$ cat src/rtl/bcd_pkg.sv
// Shared definitions for the sequential binary-to-BCD converter.
package bcd_pkg;

  typedef enum logic [1:0] {
    StIdle  = 2'd0,
    StShift = 2'd1,
    StDone  = 2'd2
  } state_e;

  localparam int unsigned BCD_DIGIT_W = 4;
  localparam logic [3:0]  ADJ_THRESH  = 4'd5;
  localparam logic [3:0]  ADJ_ADD     = 4'd3;

  // Largest value representable in the given number of BCD digits.
  function automatic int unsigned bcd_max(input int unsigned digits);
    int unsigned p;
    p = 1;
    for (int unsigned i = 0; i < digits; i++) begin
      p = p * 10;
    end
    return p - 1;
  endfunction

endpackage

$ cat src/rtl/bcd_digit_adjust.sv
// Double-dabble digit correction: add 3 to a BCD digit that is 5 or more.
module bcd_digit_adjust
  import bcd_pkg::*;
(
  input  logic [BCD_DIGIT_W-1:0] digit_i,
  output logic [BCD_DIGIT_W-1:0] digit_o
);

  // Carry out of the digit is dropped; it cannot occur for a legal digit.
  assign digit_o = (digit_i >= ADJ_THRESH) ? (digit_i + ADJ_ADD) : digit_i;

endmodule

$ cat src/rtl/bcd_convert_seq.sv
// Sequential shift-and-add-3 binary-to-BCD converter, one input bit per clock,
// with a START/BUSY/DONE handshake and an atomically updated BCD output.
module bcd_convert_seq
  import bcd_pkg::*;
#(
  parameter int unsigned BIN_W  = 10,
  parameter int unsigned DIGITS = 4
) (
  input  logic                          CLK,
  input  logic                          RST,
  input  logic                          START,
  input  logic [BIN_W-1:0]              BIN,
  output logic                          BUSY,
  output logic                          DONE,
  output logic [BCD_DIGIT_W*DIGITS-1:0] BCDOUT,
  output logic                          OVF
);

  localparam int unsigned BcdW   = BCD_DIGIT_W * DIGITS;
  localparam int unsigned CntW   = $clog2(BIN_W);
  localparam int unsigned MaxVal = bcd_max(DIGITS);

  state_e            state_q;
  logic [BIN_W-1:0]  shift_q;
  logic [BcdW-1:0]   scratch_q;
  logic [CntW-1:0]   cnt_q;
  logic              ovf_pend_q;
  logic [BcdW-1:0]   bcd_q;
  logic              ovf_q;
  logic              busy_q;
  logic              done_q;

  logic [BcdW-1:0]   adj;
  logic              ovf_now;

  assign ovf_now = (32'(BIN) > MaxVal);

  for (genvar g = 0; g < DIGITS; g++) begin : g_adj
    bcd_digit_adjust u_adj (
      .digit_i (scratch_q[g*BCD_DIGIT_W +: BCD_DIGIT_W]),
      .digit_o (adj[g*BCD_DIGIT_W +: BCD_DIGIT_W])
    );
  end

  always_ff @(posedge CLK or negedge RST) begin
    if (!RST) begin
      state_q    <= StIdle;
      shift_q    <= '0;
      scratch_q  <= '0;
      cnt_q      <= '0;
      ovf_pend_q <= 1'b0;
      bcd_q      <= '0;
      ovf_q      <= 1'b0;
      busy_q     <= 1'b0;
      done_q     <= 1'b0;
    end else begin
      done_q <= 1'b0;
      case (state_q)
        StIdle: begin
          if (START) begin
            shift_q    <= BIN;
            scratch_q  <= '0;
            cnt_q      <= CntW'(BIN_W - 1);
            ovf_pend_q <= ovf_now;
            busy_q     <= 1'b1;
            state_q    <= StShift;
          end
        end
        StShift: begin
          // Bits pushed past the top digit are lost; saturation covers that case.
          scratch_q <= {adj[BcdW-2:0], shift_q[BIN_W-1]};
          shift_q   <= {shift_q[BIN_W-2:0], 1'b0};
          cnt_q     <= cnt_q - CntW'(1);
          if (cnt_q == '0) begin
            state_q <= StDone;
          end
        end
        StDone: begin
          bcd_q   <= ovf_pend_q ? {DIGITS{4'h9}} : scratch_q;
          ovf_q   <= ovf_pend_q;
          done_q  <= 1'b1;
          busy_q  <= 1'b0;
          state_q <= StIdle;
        end
        default: begin
          busy_q  <= 1'b0;
          state_q <= StIdle;
        end
      endcase
    end
  end

  assign BUSY   = busy_q;
  assign DONE   = done_q;
  assign BCDOUT = bcd_q;
  assign OVF    = ovf_q;

endmodule
$ cat config.mk
export PLATFORM = sky130hd
export DESIGN_NAME = bcd_convert_seq
export DESIGN_NICKNAME = d
export VERILOG_FILES = /design/src/rtl/bcd_pkg.sv /design/src/rtl/bcd_digit_adjust.sv /design/src/rtl/bcd_convert_seq.sv
export SDC_FILE = /design/constraint.sdc
export NUM_CORES = 1
export LEC_CHECK = 0
export BUFFER_PORTS_ARGS = -buffer_cell sky130_fd_sc_hd__buf_2
export CAP_MARGIN = 20
export CORE_MARGIN = 1.5
export CORE_UTILIZATION = 57
export DETAILED_ROUTE_END_ITERATION = 8
export PLACE_DENSITY = 0.86
export SLEW_MARGIN = 20
export SYNTH_ARGS = -nofsm -noshare
export SYNTH_HDL_FRONTEND = slang
export SYNTH_SLANG_ARGS = --single-unit
$ cat constraint.sdc
create_clock -name CLK -period 1.65 [get_ports CLK]
set_input_delay 0.0825 -clock CLK [delete_from_list [all_inputs] [get_ports CLK]]
set_output_delay 0.0825 -clock CLK [all_outputs]
set_load 0.02 [all_outputs]
# Word level (Yosys, flattened, before mapping)

Index checks and enable logic that the tools add are counted.
Widths: inputs -> output; s select.

Bits in registers: 50
Latch bits: 0
Memory bits (writable): 0
ROM bits: 0
Bits of input ports: 13
Memories: 0

Add/sub/neg operators: 5
Multipliers: 0
Divide/modulo/power cells: 0
$lt $le $gt $ge: 4
Equal/unequal tests: 4
Shift operators: 0
Mux-type cells: 16
Bitwise operators: 1
Reduce and logical (&&, ||, !) cells: 6

Operator list:

| operator            | count |
|---|---|
| $pmux 16 s2         | 1 |
| $pmux 10 s2         | 1 |
| $ge 4x3->1 const B  | 4 |
| $mux 16             | 1 |
| $mux 4              | 4 |
| $add 4x2->4 const B | 3 |
| $mux 10             | 1 |
| $pmux 4 s2          | 1 |
| $reduce_and 2->1    | 3 |
| $logic_not 4->1     | 1 |
| $mux 2              | 2 |
| $ne 2x2->1 const B  | 2 |
| $pmux 2 s2          | 1 |
| $sub 4x1->4 const B | 1 |
| $add 3x2->3 const B | 1 |
| $mux 3              | 1 |
| $eq 2x1->1 const B  | 1 |
| $eq 2x2->1 const B  | 1 |
| $logic_not 2->1     | 1 |
| $mux 1              | 2 |
| $pmux 1 s2          | 1 |
| $reduce_bool 2->1   | 1 |
| $not 1->1           | 1 |

# Depth between registers and ports, before layout

Depth after elaboration: 3
Mapped depth: 6

# Modules after synthesis

A second synthesis with hierarchy kept.

Cells, all modules: 216
Area, all modules: 2422.3 um^2

Modules (own cells, without submodules):

| module           | instances | cells an instance | area each (um^2) | seq. area each (um^2) |
|---|---|---|---|---|
| bcd_convert_seq  | 1         | 152               | 2016.9           | 1251.2 |
| bcd_digit_adjust | 4         | 16                | 101.3            | 0.0 |

# Least setup slack after synthesis

Ideal clock, no wire load.

Path kind: reg2reg
Start point: register scratch_q[8]
End point: register scratch_q[10]
Data arrival time: 1.255 ns
Required time: 1.534 ns
Setup slack: 0.279 ns
Cell stages (with the launch flop): 6
Clock period less this slack: 1.371 ns
Cells stage by stage: dfrtp_1 inv_1 ha_1 nor2b_1 o21a_1 o311ai_0

Word-level cells in the longest chain between the ends: 3

RTL lines:

| item                                             | RTL line               | source |
|---|---|---|
| from (decl)                                      | bcd_convert_seq.sv:25  | `logic [BcdW-1:0] scratch_q;` |
| from (signal assigned)                           | bcd_convert_seq.sv:71  | `scratch_q <= {adj[BcdW-2:0], shift_q[BIN_W-1]};` |
| $add 4x2->4 / $ge 4x3->1 (equally long branches) | bcd_digit_adjust.sv:10 | `assign digit_o = (digit_i >= ADJ_THRESH) ? (digit_i + ADJ_ADD) : digit_i;` |
| $mux 4 (*)                                       | bcd_digit_adjust.sv:10 |  |
| $pmux 16 s2 (*)                                  | bcd_convert_seq.sv:58  | `case (state_q)` |

Every way passes the cells marked *; elsewhere a longest branch is shown, timed or not.
A chain may end at the register's enable or synchronous reset.

# Final worst setup path

Ends and elaborated chain as after synthesis.

==> reports/results.txt <==
count of filler cells inserted in the layout: 309
highest-delay cell along the critical path: dfrtp_1
number of remaining DRC errors: 0
Total Neg Setup Slack: 0 ns
number of instances on the worst hold path: 3
worst path bufs/invs: 1
number of levels the H-tree was split into: 2
final core utilization: 69.1%
1st-pass router iterations: 4
Die Outline Area: 0.00476 mm²
clock period minus final worst setup slack: 1.47 ns
final std cell area, no fill: 0.00283 mm²
highest achievable clock rate: 0.679 GHz
Post CTS Setup Buffer Count: 0
total global-route track usage: 22.6%
crit path capture type: flip-flop
number of failing hold endpoints at the final stage: 0
Wirelength per Cell: 14.4 µm
RSZ-0062 raised after global routing: no
total number of nets in the final design: 303
post-synthesis instance area: 0.00248 mm²
vias in the first global route: 1808
most common cell after layout, fill and taps aside: dfrtp_1
critical-path maximum fanout: 4
detailed-route via count: 1909
maximum ir drop on the vdd rail: 0.996 mV
register area share after synthesis: 50.5%
Hold Path Sink: shift_q[9]
clock root buffer: clkbuf_8
area of the placeable core: 0.00409 mm²
die outline width: 69.0 µm
number of nets produced by synthesis: 265
HPWL Detailed: 3.41 mm
max-slew violation count: 0
via count normalized by instance count: 5.77
Crit Reg-Reg Startpoint: scratch_q[8]
data required time at the worst endpoint: 1.86 ns
number of I/O port buffers: 30
max cap viols: 0
kind of cell adding the most delay to the critical path: compound AO/OA/AOI/OAI gates
share of post-route cells with drive strength above 1: 21.4%
clock transition at the registers of the reported paths: 0.09 ns
flip-flop and latch count after synthesis: 50
gate count after technology mapping: 242
# clock sinks: 50
worst skew pair latency: 0.31 ns
beginning of the worst hold path: BIN[9]
Worst setup SP type: flip-flop
Max Root-Sink Buffers: 2
number of antenna violations at the first check in global routing: 0
sequence of cells on the critical path: inv_1 -> ha_1 -> nor2b_1 -> o21a_1 -> o311ai_1
Placer Congestion: 0.822
pin count of the biggest net entering global routing: 29
most frequent cells in the layout: dfrtp_1, o21ai_0, buf_2
filler-free cell count of the finished design: 331
depth of the critical timing path with buffers and inverters included: 5
wire length of the first global-routing pass: 7.98 mm
leakage: 1.33 nW
Initial Utilization: 60.7%
CTS Buf Count: 5
count of endpoints failing setup in the final report: 0
data arrival time at the worst-slack endpoint: 1.68 ns
Std-Cell Rows: 23
relative slew slack: 63.4%
height of the die: 69.0 µm
cell total after placement: 322
initial drt markers: 152
transition time at the pin with the least slew margin: 0.549 ns
Warnings, synthesis: 0
clock tree from TritonCTS: built
Final period util: 89.2%
mean instance size in the synthesized netlist: 10.2 µm²
Register-to-Register Setup Slack: 0.18 ns
RR Endpoint: scratch_q[10]
Post-DRT Antenna Nets: 0
relative area change from synthesis to final layout: 13.9%
final setup skew: 0.0136 ns
class of the tightest hold or removal check: in -> reg
I/O pin cnt: 32
run status: finished clean
antenna cell count: 0
Distinct cells, synth: 39
Setup CP Type: reg -> reg
slowest stage delay, CP: 0.42 ns
length in cells of the worst reg-to-reg path: 5
sum of overflow across all layers after global routing: 0
Area after DPL: 0.00271 mm²
sum of routed wire length over all layers: 4.76 mm
cell area power density: 1880 mW/mm²
## metrics by stage
step	setup WS, ns	hold WS [ns]	power [W]
after floorplan	0.279	-0.213	0.00391
after global placement	0.197	0.0902	0.00442
after detailed placement	0.170	0.0945	0.00453
after CTS	0.106	0.0587	0.00533
after global routing	0.0419	0.0833	0.00574
final	0.178	0.0674	0.00532
## worst max-delay path by stage
stage / slack (ns) / from / end
after floorplan: 0.28 / scratch_q[8] / scratch_q[10]
after global placement: 0.20 / scratch_q[8] / scratch_q[10]
after detailed placement: 0.17 / scratch_q[8] / scratch_q[10]
after CTS: 0.11 / scratch_q[8] / scratch_q[10]
after global routing: 0.04 / scratch_q[9] / scratch_q[9]
final: 0.18 / scratch_q[8] / scratch_q[10]
## synth_stat cells (all sizes together)
cell type / instances / share of area, %
o32ai: 3 / 1.1
inv: 21 / 3.2
nor3: 1 / 0.20
o22ai: 1 / 0.25
buf: 12 / 3.7
nor2: 3 / 0.45
nand2b: 3 / 1.1
a32o: 4 / 1.6
o21bai: 1 / 0.30
clkbuf: 2 / 0.35
a21oi: 13 / 2.6
nor2b: 16 / 4.1
nand2: 28 / 4.2
mux2i: 1 / 0.40
o311ai: 4 / 1.4
xnor2: 3 / 1.1
o21a: 4 / 1.2
dfrtp: 50 / 50
a22oi: 9 / 2.7
o21ai: 32 / 6.5
nor3b: 1 / 0.30
o21ba: 1 / 0.40
and3: 1 / 0.25
conb: 1 / 0.15
ha: 10 / 5.0
o2111ai: 8 / 3.3
a31oi: 1 / 0.25
o31ai: 4 / 1.2
o221ai: 4 / 2.2
## kinds of logic after synthesis
logic type,synth area share (%)
AO/OA/AOI/OAI,25.0
XOR/XNOR,1.06
adder cells (fa/ha/maj),5.05
buffers and inverters,7.21
flip-flops,50.5
multiplexers,0.404
other,0.151
AND/OR/NAND/NOR,10.6
## layer usage
layer  track usage, %  wire (µm)
met2             37.6       2360
met1             29.1       2120
met3             4.06        185
met4             9.56         89
met5                0          0
## final cells by class
class                           count  area, µm²  area share (%)
Sequential cell                    50       1250            44.3
Multi-Input combinational cell    157       1050            37.2
Timing Repair Buffer               45        278            9.83
Clock buffer                        7       96.3            3.41
Inverter                           21       78.8            2.79
Tap cell                           50       62.6            2.21
Clock inverter                      1       8.76           0.310
## repair_timing
| action | CTS | global route |
|---|---|---|
| gates resized for setup | 0 | 2 |
| setup endpoints to repair | 0 | 2 |
| hold buffers | 1 | 0 |
| hold endpoints to repair | 22 | 0 |
## state kept, by name, indices dropped and copies added (netlist names)
register / cells
state_q: 2
BUSY: 1
cnt_q: 4
DONE: 1
shift_q: 10
BCDOUT: 16
scratch_q: 16
## worst register-to-register path, stage by stage (launching register included)
cell      delay (ns)
dfrtp_1         0.42
inv_1           0.10
ha_1            0.23
nor2b_1         0.17
o21a_1          0.22
o311ai_1        0.23
## power by group
group | switching [W] | internal [W]
sequential | 0.000343 | 0.00170
clock | 0.000404 | 0.000385
combinational | 0.00144 | 0.00104
Power figures use the tool's default switching activity.
